**config.mk**
```make
export PLATFORM = sky130hd
export DESIGN_NAME = pc_ctrl_flat
export DESIGN_NICKNAME = d
export VERILOG_FILES = /design/src/rtl/pc_ctrl_if.sv /design/src/rtl/pc_ctrl.sv /design/src/flat_wrapper.sv
export SDC_FILE = /design/constraint.sdc
export NUM_CORES = 1
export LEC_CHECK = 0
export BUFFER_PORTS_ARGS = -buffer_cell sky130_fd_sc_hd__buf_2
export CORE_ASPECT_RATIO = 1.2
export CORE_UTILIZATION = 30
export DETAILED_ROUTE_END_ITERATION = 10
export MAX_ROUTING_LAYER = met4
export PLACE_DENSITY = 0.69
export SYNTH_ARGS = -nofsm -noshare
export SYNTH_HDL_FRONTEND = slang
export SYNTH_SLANG_ARGS = --single-unit
```
**constraint.sdc**
```tcl
create_clock -name clk -period 2.3 [get_ports clk]
set_clock_uncertainty 0.15 [all_clocks]
set_input_delay 0.23 -clock clk [delete_from_list [all_inputs] [get_ports clk]]
set_output_delay 0.23 -clock clk [all_outputs]
set_load 0.05 [all_outputs]
```
**src/rtl/pc_ctrl_if.sv**
```systemverilog
// Program-counter control bus between the sequencer (master) and the pc register (slave).
// Only one of the three strobes is active in any cycle.
interface pc_ctrl_if #(
  parameter int Psize = 5
);
  logic             PCincr;
  logic             PCabsbranch;
  logic             PCrelbranch;
  logic [Psize-1:0] Branchaddr;

  modport master (
    output PCincr,
    output PCabsbranch,
    output PCrelbranch,
    output Branchaddr
  );

  modport slave (
    input PCincr,
    input PCabsbranch,
    input PCrelbranch,
    input Branchaddr
  );
endinterface

```
**src/rtl/pc_ctrl.sv**
```systemverilog
// picoMIPS sequencing control: decodes the fetched instruction into pc strobes and datapath
// controls; a small FSM covers multi-cycle multiply, switch-handshake waits and halt.
module pc_ctrl #(
  parameter int Psize     = 5,
  parameter int Isize     = 20,
  parameter int MulCycles = 2
) (
  input  logic             clk,
  input  logic             nreset,
  input  logic [Isize-1:0] Instr,
  input  logic             Zflag,
  input  logic             SW8,
  pc_ctrl_if.master        pc_bus,
  output logic             RegWE,
  output logic             ImmSel,
  output logic [2:0]       ALUfunc,
  output logic             Halted
);

  localparam int CW = $clog2(MulCycles) + 1;

  localparam logic [3:0] OP_NOP   = 4'h0;
  localparam logic [3:0] OP_ADD   = 4'h1;
  localparam logic [3:0] OP_ADDI  = 4'h2;
  localparam logic [3:0] OP_SUB   = 4'h3;
  localparam logic [3:0] OP_MULI  = 4'h4;
  localparam logic [3:0] OP_BEQ   = 4'h5;
  localparam logic [3:0] OP_BNE   = 4'h6;
  localparam logic [3:0] OP_J     = 4'h7;
  localparam logic [3:0] OP_WAITH = 4'h8;
  localparam logic [3:0] OP_WAITL = 4'h9;
  localparam logic [3:0] OP_HALT  = 4'hF;

  localparam logic [2:0] ALU_PASS = 3'b000;
  localparam logic [2:0] ALU_ADD  = 3'b001;
  localparam logic [2:0] ALU_SUB  = 3'b010;
  localparam logic [2:0] ALU_MUL  = 3'b011;

  typedef enum logic [1:0] {
    EXEC     = 2'd0,
    MUL_WAIT = 2'd1,
    WAIT_SW  = 2'd2,
    HALT     = 2'd3
  } state_t;

  state_t          state_q, state_d;
  logic [CW-1:0]   mulcnt_q, mulcnt_d;
  logic            sw_meta_q, sw_meta_d;
  logic            sw_sync_q, sw_sync_d;

  logic [3:0]      opcode_s;
  logic            sw_s;
  logic            pcincr_s, pcabs_s, pcrel_s, regwe_s, immsel_s, halted_s;
  logic [2:0]      alufunc_s;
  logic            unused_instr_s;

  assign opcode_s       = Instr[Isize-1:Isize-4];
  assign sw_s           = sw_sync_q;
  assign unused_instr_s = ^Instr[Isize-5:Psize];

  // Two-flop synchroniser for the asynchronous handshake switch.
  always_comb begin
    sw_meta_d = SW8;
    sw_sync_d = sw_meta_q;
  end

  // State, multiply counter and synchroniser registers.
  always_ff @(posedge clk or negedge nreset) begin
    if (!nreset) begin
      state_q   <= EXEC;
      mulcnt_q  <= {CW{1'b0}};
      sw_meta_q <= 1'b0;
      sw_sync_q <= 1'b0;
    end else begin
      state_q   <= state_d;
      mulcnt_q  <= mulcnt_d;
      sw_meta_q <= sw_meta_d;
      sw_sync_q <= sw_sync_d;
    end
  end

  // Next-state and control decode.
  always_comb begin
    state_d   = state_q;
    mulcnt_d  = mulcnt_q;
    pcincr_s  = 1'b0;
    pcabs_s   = 1'b0;
    pcrel_s   = 1'b0;
    regwe_s   = 1'b0;
    immsel_s  = 1'b0;
    halted_s  = 1'b0;
    alufunc_s = ALU_PASS;

    case (state_q)
      EXEC: begin
        case (opcode_s)
          OP_NOP: begin
            pcincr_s = 1'b1;
          end
          OP_ADD: begin
            regwe_s   = 1'b1;
            pcincr_s  = 1'b1;
            alufunc_s = ALU_ADD;
          end
          OP_ADDI: begin
            regwe_s   = 1'b1;
            pcincr_s  = 1'b1;
            immsel_s  = 1'b1;
            alufunc_s = ALU_ADD;
          end
          OP_SUB: begin
            regwe_s   = 1'b1;
            pcincr_s  = 1'b1;
            alufunc_s = ALU_SUB;
          end
          OP_MULI: begin
            alufunc_s = ALU_MUL;
            immsel_s  = 1'b1;
            state_d   = MUL_WAIT;
            mulcnt_d  = CW'(1);
          end
          OP_BEQ: begin
            if (Zflag) begin
              pcrel_s = 1'b1;
            end else begin
              pcincr_s = 1'b1;
            end
          end
          OP_BNE: begin
            if (Zflag) begin
              pcincr_s = 1'b1;
            end else begin
              pcrel_s = 1'b1;
            end
          end
          OP_J: begin
            pcabs_s = 1'b1;
          end
          OP_WAITH: begin
            if (sw_s) begin
              pcincr_s = 1'b1;
            end else begin
              state_d = WAIT_SW;
            end
          end
          OP_WAITL: begin
            if (!sw_s) begin
              pcincr_s = 1'b1;
            end else begin
              state_d = WAIT_SW;
            end
          end
          OP_HALT: begin
            state_d = HALT;
          end
          default: begin
            pcincr_s = 1'b1;
          end
        endcase
      end

      MUL_WAIT: begin
        alufunc_s = ALU_MUL;
        immsel_s  = 1'b1;
        if (mulcnt_q == CW'(MulCycles - 1)) begin
          regwe_s  = 1'b1;
          pcincr_s = 1'b1;
          state_d  = EXEC;
          mulcnt_d = {CW{1'b0}};
        end else begin
          mulcnt_d = mulcnt_q + CW'(1);
        end
      end

      // The wait instruction is still on Instr, so its opcode gives the polarity to wait for.
      WAIT_SW: begin
        if (sw_s == (opcode_s == OP_WAITH)) begin
          pcincr_s = 1'b1;
          state_d  = EXEC;
        end else begin
          state_d = WAIT_SW;
        end
      end

      HALT: begin
        halted_s = 1'b1;
      end

      default: begin
        state_d = EXEC;
      end
    endcase
  end

  // Everything is forced low while reset is held, independent of the decoded instruction.
  assign pc_bus.PCincr      = nreset & pcincr_s;
  assign pc_bus.PCabsbranch = nreset & pcabs_s;
  assign pc_bus.PCrelbranch = nreset & pcrel_s;
  assign pc_bus.Branchaddr  = nreset ? Instr[Psize-1:0] : {Psize{1'b0}};
  assign RegWE              = nreset & regwe_s;
  assign ImmSel             = nreset & immsel_s;
  assign ALUfunc            = nreset ? alufunc_s : 3'b000;
  assign Halted             = nreset & halted_s;

endmodule

```
**src/flat_wrapper.sv**
```systemverilog
// flat-port wrapper written by rule: the top's interface ports become plain ports
module pc_ctrl_flat 
#(
  parameter int Psize     = 5,
  parameter int Isize     = 20,
  parameter int MulCycles = 2
)
  (clk, nreset, Instr, Zflag, SW8, RegWE, ImmSel, ALUfunc, Halted, pc_bus_PCincr, pc_bus_PCabsbranch, pc_bus_PCrelbranch, pc_bus_Branchaddr);
  pc_ctrl_if #(.Psize(Psize)) pc_bus_i ();
  input  logic clk;
  input  logic nreset;
  input  logic [Isize-1:0] Instr;
  input  logic Zflag;
  input  logic SW8;
  output logic RegWE;
  output logic ImmSel;
  output logic [2:0] ALUfunc;
  output logic Halted;
  output wire logic [$bits(pc_bus_i.PCincr)-1:0] pc_bus_PCincr;
  output wire logic [$bits(pc_bus_i.PCabsbranch)-1:0] pc_bus_PCabsbranch;
  output wire logic [$bits(pc_bus_i.PCrelbranch)-1:0] pc_bus_PCrelbranch;
  output wire logic [$bits(pc_bus_i.Branchaddr)-1:0] pc_bus_Branchaddr;
  assign pc_bus_PCincr = pc_bus_i.PCincr;
  assign pc_bus_PCabsbranch = pc_bus_i.PCabsbranch;
  assign pc_bus_PCrelbranch = pc_bus_i.PCrelbranch;
  assign pc_bus_Branchaddr = pc_bus_i.Branchaddr;
  pc_ctrl #(.Psize(Psize), .Isize(Isize), .MulCycles(MulCycles)) u_core (.clk(clk), .nreset(nreset), .Instr(Instr), .Zflag(Zflag), .SW8(SW8), .pc_bus(pc_bus_i), .RegWE(RegWE), .ImmSel(ImmSel), .ALUfunc(ALUfunc), .Halted(Halted));
endmodule
```
==> flow_summary.ini, run 1 <==
[synth]
ys_seq_area_share_pct = 22.2
synth-seq-cells = 6
syn-instance-count = 87
synth_warnings = 0
postSynth.asyncResetShare_pct = 100
syn_area_sq_um = 676
synth_edf_count = 0
synthesis.nets = 117
synth_top_area_share_pct = 22.2
synth_common_cells = 8 x a21oi_1, 8 x inv_1, 7 x and2_1, 7 x nor2_1
synth.avg_cell_area_sq_um = 7.77
synth.top_cells.by_area = dfrtp_1 22%, ha_1 11%, and2_1 6.5%
synth_flop_cell = dfrtp_1
synth_cell_types = 33
yosysTopAreaCell = dfrtp_1

[sta]
slew_viol_final = 0
fin_tns_setup_ns = 0
rsz0062_at_grt = false
max_freq_ghz = 0.468
post-route-period-util_pct = 92.9
hold_violations = 0
finalSetupViolations = 0
min_period_ns = 2.14

[route]
routedLengthMet1_microns = 656
vias = 703
wl_per_cell_microns = 10.8
drtIter0Drc = 7
dr.pass1.iters = 4
routed_wl_microns = 1530
post-route-drc-count = 0
drtAntennaViolNets = 0
viasPerCell = 4.95
met3_length_microns = 58
routed.top_layer = met3
routed-wl-met2_microns = 812

[critical_path]
path_cells = inv_1, ha_1, inv_1, a31oi_1, o211a_1, buf_2
start_kind = flop
cpMostUsedCell = inv_1
crit_path_max_incr_delay_ns = 0.42
critical_path_class = flop to primary output
cp_top_family = buffers and inverters
cp.arrival_ns = 1.76
crit_buf_inv = 3
cp-end-kind = primary output
required_ns = 1.92
crit_slowest_cell = dfrtp_1
crit_fanout = 5

[die]
num_rows = 18
die_area_sq_um = 2450
die_h_microns = 54.0
chipWidth_microns = 45.3
io_pins = 38
start_util_pct = 32.3
core_area_sq_um = 2090

[final_layout]
layout-drive-gt1-share_pct = 27.7
fillers = 239
nNetsFinal = 144
syn_to_final_growth_pct = 26.3
antenna-diode-count = 0

[worst_hold_path]
hold_path_class = flop to flop

[clock_tree]
clock-root-buffer = clkbuf_4
cts_buffers = 3
cts_tree = yes
worstSkewPairLatency_ns = 0.24
post-cts-setup-buffer-count = 0
path_clk_slew_ns = 0.04
cts.sinks = 6
clk_path_buf_depth = 2
htree_levels = 1

[power_and_ir_drop]
vdd_drop_max_uv = 518
power_density_nw_per_um2 = 942
leakagePower_nw = 0.423
total_power_uw = 804

[flow_run]
drv_cap = 0

[placed_design]
gp_congestion = 0.818
port_buffers = 25
hpwl_microns = 1190

[grt]
grt_pass1_wl_microns = 2440
track_usage_pct = 14.3
grt_max_degree = 17
first_global_vias = 581
grt-ovfl-total = 0
antenna_found_initial = 0

[status]
status = finished, final reports clean
-- flip-flops by register name (all words and copies together) (netlist names) --
| signal | flops |
|---|---|
| u_core.sw_meta_q | 1 |
| u_core.state_q | 2 |
| u_core.mulcnt_q | 2 |
| u_core.sw_s | 1 |
-- report_power, final --
| group | switching (mW) | leakage (nW) | internal [mW] |
|---|---|---|---|
| Sequential | 0.0297 | 0.0734 | 0.133 |
| Combinational | 0.369 | 0.336 | 0.181 |
| Clock | 0.0330 | 0.0138 | 0.0587 |
| Total | 0.432 | 0.423 | 0.372 |
-- worst paths after layout --
| path | from | endpoint | slack (ns) | cells after the start |
|---|---|---|---|---|
| worst max-delay path | u_core.state_q[0] | pc_bus_PCincr | 0.16 | 6 |
| max in group asynchronous | nreset | u_core.sw_s | 1.54 | 2 |
| worst max register to register | u_core.state_q[0] | u_core.state_q[1] | 0.42 | 5 |
| worst min-delay path | u_core.sw_meta_q | u_core.sw_s | 0.21 | 0 |
| min in group asynchronous | nreset | u_core.state_q[1] | 0.25 | 2 |
| worst min register to register | u_core.sw_meta_q | u_core.sw_s | 0.21 | 0 |
-- cells by family (layout without fill, tap and decap cells) --
group                    Yosys count  after routing  synth area share, %
AO/OA/AOI/OAI                     25             25                 24.1
buffers and inverters             13             38                 8.89
adder cells (fa/ha/maj)            6              6                 11.1
AND/OR/NAND/NOR                   32             32                 27.2
other                              1              1                0.555
multiplexers                       2              2                 3.33
XOR/XNOR                           2              2                 2.59
flip-flops                         6              6                 22.2
-- routing by layer --
layer	up-vias	track usage, %
li1	358	-
met1	325	15.3
met2	20	25.1
met3	0	4.03
met4	0	4.55
met5	-	-
-- metrics by stage --
step	hold WS, ns	std cells	worst slack [ns]	cell area (sq um)	util (%)
2_1_floorplan	-0.216	87	0.176	676	-
3_5_place_dp	-0.0371	137	0.312	808	38.6
3_3_place_gp	-0.0407	137	0.312	808	38.6
5_1_grt	0.233	142	0.0249	853	40.7
6_report	0.211	142	0.164	853	40.7
4_1_cts	0.207	142	0.162	851	40.6
-- cell usage in the layout (no fill, tap or decap) --
master | netlist | routed
o22ai_1 | 3 | 3
nand3_1 | 2 | 2
or3b_1 | 1 | 1
nor2b_1 | 1 | 1
a311oi_1 | 1 | 1
or3_1 | 1 | 1
nand2_1 | 5 | 5
nand4_2 | 1 | 1
mux2_1 | 2 | 2
xnor2_1 | 1 | 1
dlygate4sd3_1 | 0 | 2
conb_1 | 1 | 1
nor4_1 | 1 | 1
and3_1 | 1 | 1
and2_1 | 7 | 7
nor2_1 | 7 | 7
nand4_1 | 2 | 2
a31oi_1 | 2 | 2
buf_2 | 0 | 24
clkbuf_4 | 0 | 3
nand2b_1 | 2 | 2
o311ai_2 | 1 | 1
a21oi_1 | 8 | 8
buf_4 | 1 | 1
o211ai_1 | 2 | 2
dfrtp_1 | 6 | 6
o21ai_0 | 5 | 5
o211a_1 | 1 | 1
ha_1 | 6 | 6
a211o_1 | 1 | 1
or4b_4 | 1 | 1
a21boi_0 | 1 | 1
xor2_1 | 1 | 1
inv_1 | 8 | 8
-- what timing repair did --
| item | CTS | global route |
|---|---|---|
| hold endpoints to repair | 7 | 0 |
| hold buffers | 2 | 0 |
| gates resized for setup | 0 | 2 |
| endpoints found under the setup margin | 0 | 1 |
-- final cells by class --
class / instances / area, sq um / area share [%]
clock buffer: 3 / 22.5 / 2.64
sequential: 6 / 150 / 17.6
timing repair buffer: 27 / 148 / 17.3
tap: 30 / 37.5 / 4.40
inverter: 8 / 30.0 / 3.52
multi-input combinational: 68 / 465 / 54.5
Note: power is estimated with default switching activity, not from simulation.
==> inputs of run 2 (changes only) <==
--- a/config.mk
+++ b/config.mk
@@ -10,7 +10,6 @@
 export CORE_UTILIZATION = 30
 export DETAILED_ROUTE_END_ITERATION = 10
 export MAX_ROUTING_LAYER = met4
-export PLACE_DENSITY = 0.69
 export SYNTH_ARGS = -nofsm -noshare
 export SYNTH_HDL_FRONTEND = slang
 export SYNTH_SLANG_ARGS = --single-unit
==> run 2 against run 1 <==
Against the previous run: wire length shrank 1.3%; first-iteration DRC count unchanged; cell area is the same; via count shrank 2.0%; total power hardly changed; critical path depth unchanged; setup slack got worse by 0.017 ns; die area is the same; global-route usage is 0.15 points higher; critical endpoint unchanged; largest cell class unchanged; largest power group unchanged.
==> flow_summary.ini, run 2 (same netlist as run 1, synthesis figures left out) <==
[route]
post-route-drc-count = 0
drtIter0Drc = 7
routedLengthMet1_microns = 709
drtAntennaViolNets = 0
dr.pass1.iters = 4
routed.top_layer = met4
met3_length_microns = 18
viasPerCell = 4.85
vias = 689
wl_per_cell_microns = 10.6
routed_wl_microns = 1510
routed-wl-met2_microns = 772

[critical_path]
cp.arrival_ns = 1.77
r2r-start = u_core.state_q[0]
crit_slowest_cell = dfrtp_1
crit_path_max_incr_delay_ns = 0.42
crit_fanout = 5
r2r_cells = 5
cpMostUsedCell = inv_1
required_ns = 1.92
cp-end-kind = primary output
critical_path_class = flop to primary output
critPathLaunch = u_core.state_q[0]
start_kind = flop
path_cells = inv_1, ha_1, inv_1, a31oi_1, o211a_1, buf_2

[grt]
track_usage_pct = 14.4
grt_pass1_wl_microns = 2560
grt-ovfl-total = 0
first_global_vias = 615
antenna_found_initial = 0
grt_max_degree = 17

[sta]
slew_viol_final = 0
max_freq_ghz = 0.464
hold_violations = 0
finalSetupViolations = 0
min_period_ns = 2.15
fin_tns_setup_ns = 0
rsz0062_at_grt = false
post-route-period-util_pct = 93.6

[final_layout]
antenna-diode-count = 0
final_cell_mix = 24 x buf_2, 8 x inv_1, 8 x a21oi_1
nNetsFinal = 144
syn_to_final_growth_pct = 26.3
top_regs = u_core.mulcnt_q: 2 flops, u_core.state_q: 2 flops
final_core_util_pct = 40.7
stdcell_count = 142
layout-drive-gt1-share_pct = 27.7
layout_commonest_cell = buf_2

[die]
die_h_microns = 54.0
core_area_sq_um = 2090
start_util_pct = 32.3
die_area_sq_um = 2450
io_pins = 38
num_rows = 18
chipWidth_microns = 45.3

[worst_hold_path]
hold_path_class = flop to flop
hold_depth = 0
hold_start = u_core.sw_meta_q

[placed_design]
placed_cells = 137
port_buffers = 25
hpwl_microns = 1170
gp_congestion = 0.765

[power_and_ir_drop]
power_density_nw_per_um2 = 942
total_power_uw = 804
leakagePower_nw = 0.423
vdd_drop_max_uv = 562

[clock_tree]
cts_buffers = 3
post-cts-setup-buffer-count = 0
cts.sinks = 6
worstSkewPairLatency_ns = 0.24
clk_path_buf_depth = 2
path_clk_slew_ns = 0.04
clock-root-buffer = clkbuf_4
cts_tree = yes
htree_levels = 1

[status]
status = finished, final reports clean

[flow_run]
drv_cap = 0
-- run 2: cell types whose count changed in the layout (fill, tap and decap cells not counted), sizes merged --
cell	delta
buf	-1
clkbuf	+1
-- run 2: worst paths after layout --
kind / to / slack [ns]
min reg2reg: u_core.sw_s / 0.20
min: u_core.sw_s / 0.20
max: pc_bus_PCincr / 0.15
min in group asynchronous: u_core.state_q[0] / 0.25
max reg2reg: u_core.state_q[0] / 0.39
max in group asynchronous: u_core.sw_s / 1.54
-- run 2: per-layer routing --
layer / global-route usage [%] / vias to the layer above
li1: - / 359
met1: 17.1 / 318
met2: 24.2 / 10
met3: 2.01 / 2
met4: 6.06 / 0
met5: - / -
-- run 2: worst max-delay path: cells and delay by family (launching register included) --
| kind | cells | cell delay (ns) |
|---|---|---|
| adder cells (fa/ha/maj) | 1 | 0.24 |
| buffers and inverters | 3 | 0.51 |
| flip-flops | 1 | 0.42 |
| AO/OA/AOI/OAI | 2 | 0.36 |
-- run 2: power by group --
part / total (mW) / switching [mW] / internal [mW]
Sequential: 0.162 / 0.0294 / 0.132
Combinational: 0.548 / 0.368 / 0.180
Clock: 0.0943 / 0.0354 / 0.0588
-- run 2: stage by stage --
| stage | cell area [sq um] | setup WS (ns) | hold WS, ns |
|---|---|---|---|
| 6_report | 853 | 0.146 | 0.200 |
| 5_1_grt | 853 | 0.0234 | 0.213 |
| 4_1_cts | 851 | 0.142 | 0.205 |
| 3_5_place_dp | 808 | 0.305 | -0.0340 |
| 3_3_place_gp | 808 | 0.304 | -0.0406 |
| 2_1_floorplan | 676 | 0.176 | -0.216 |
-- run 2: layout make-up --
| cell class | instances | area [sq um] |
|---|---|---|
| Clock buffer | 3 | 22.5 |
| Fill cell | 223 | 1240 |
| Inverter | 8 | 30.0 |
| Multi-Input combinational cell | 68 | 465 |
| Sequential cell | 6 | 150 |
| Tap cell | 30 | 37.5 |
| Timing Repair Buffer | 27 | 148 |
-- run 2: repair_timing --
item | CTS | global route
hold endpoints to repair | 7 | 0
resized for setup | 0 | 1
endpoints found under the setup margin | 0 | 1
hold buffers | 2 | 0
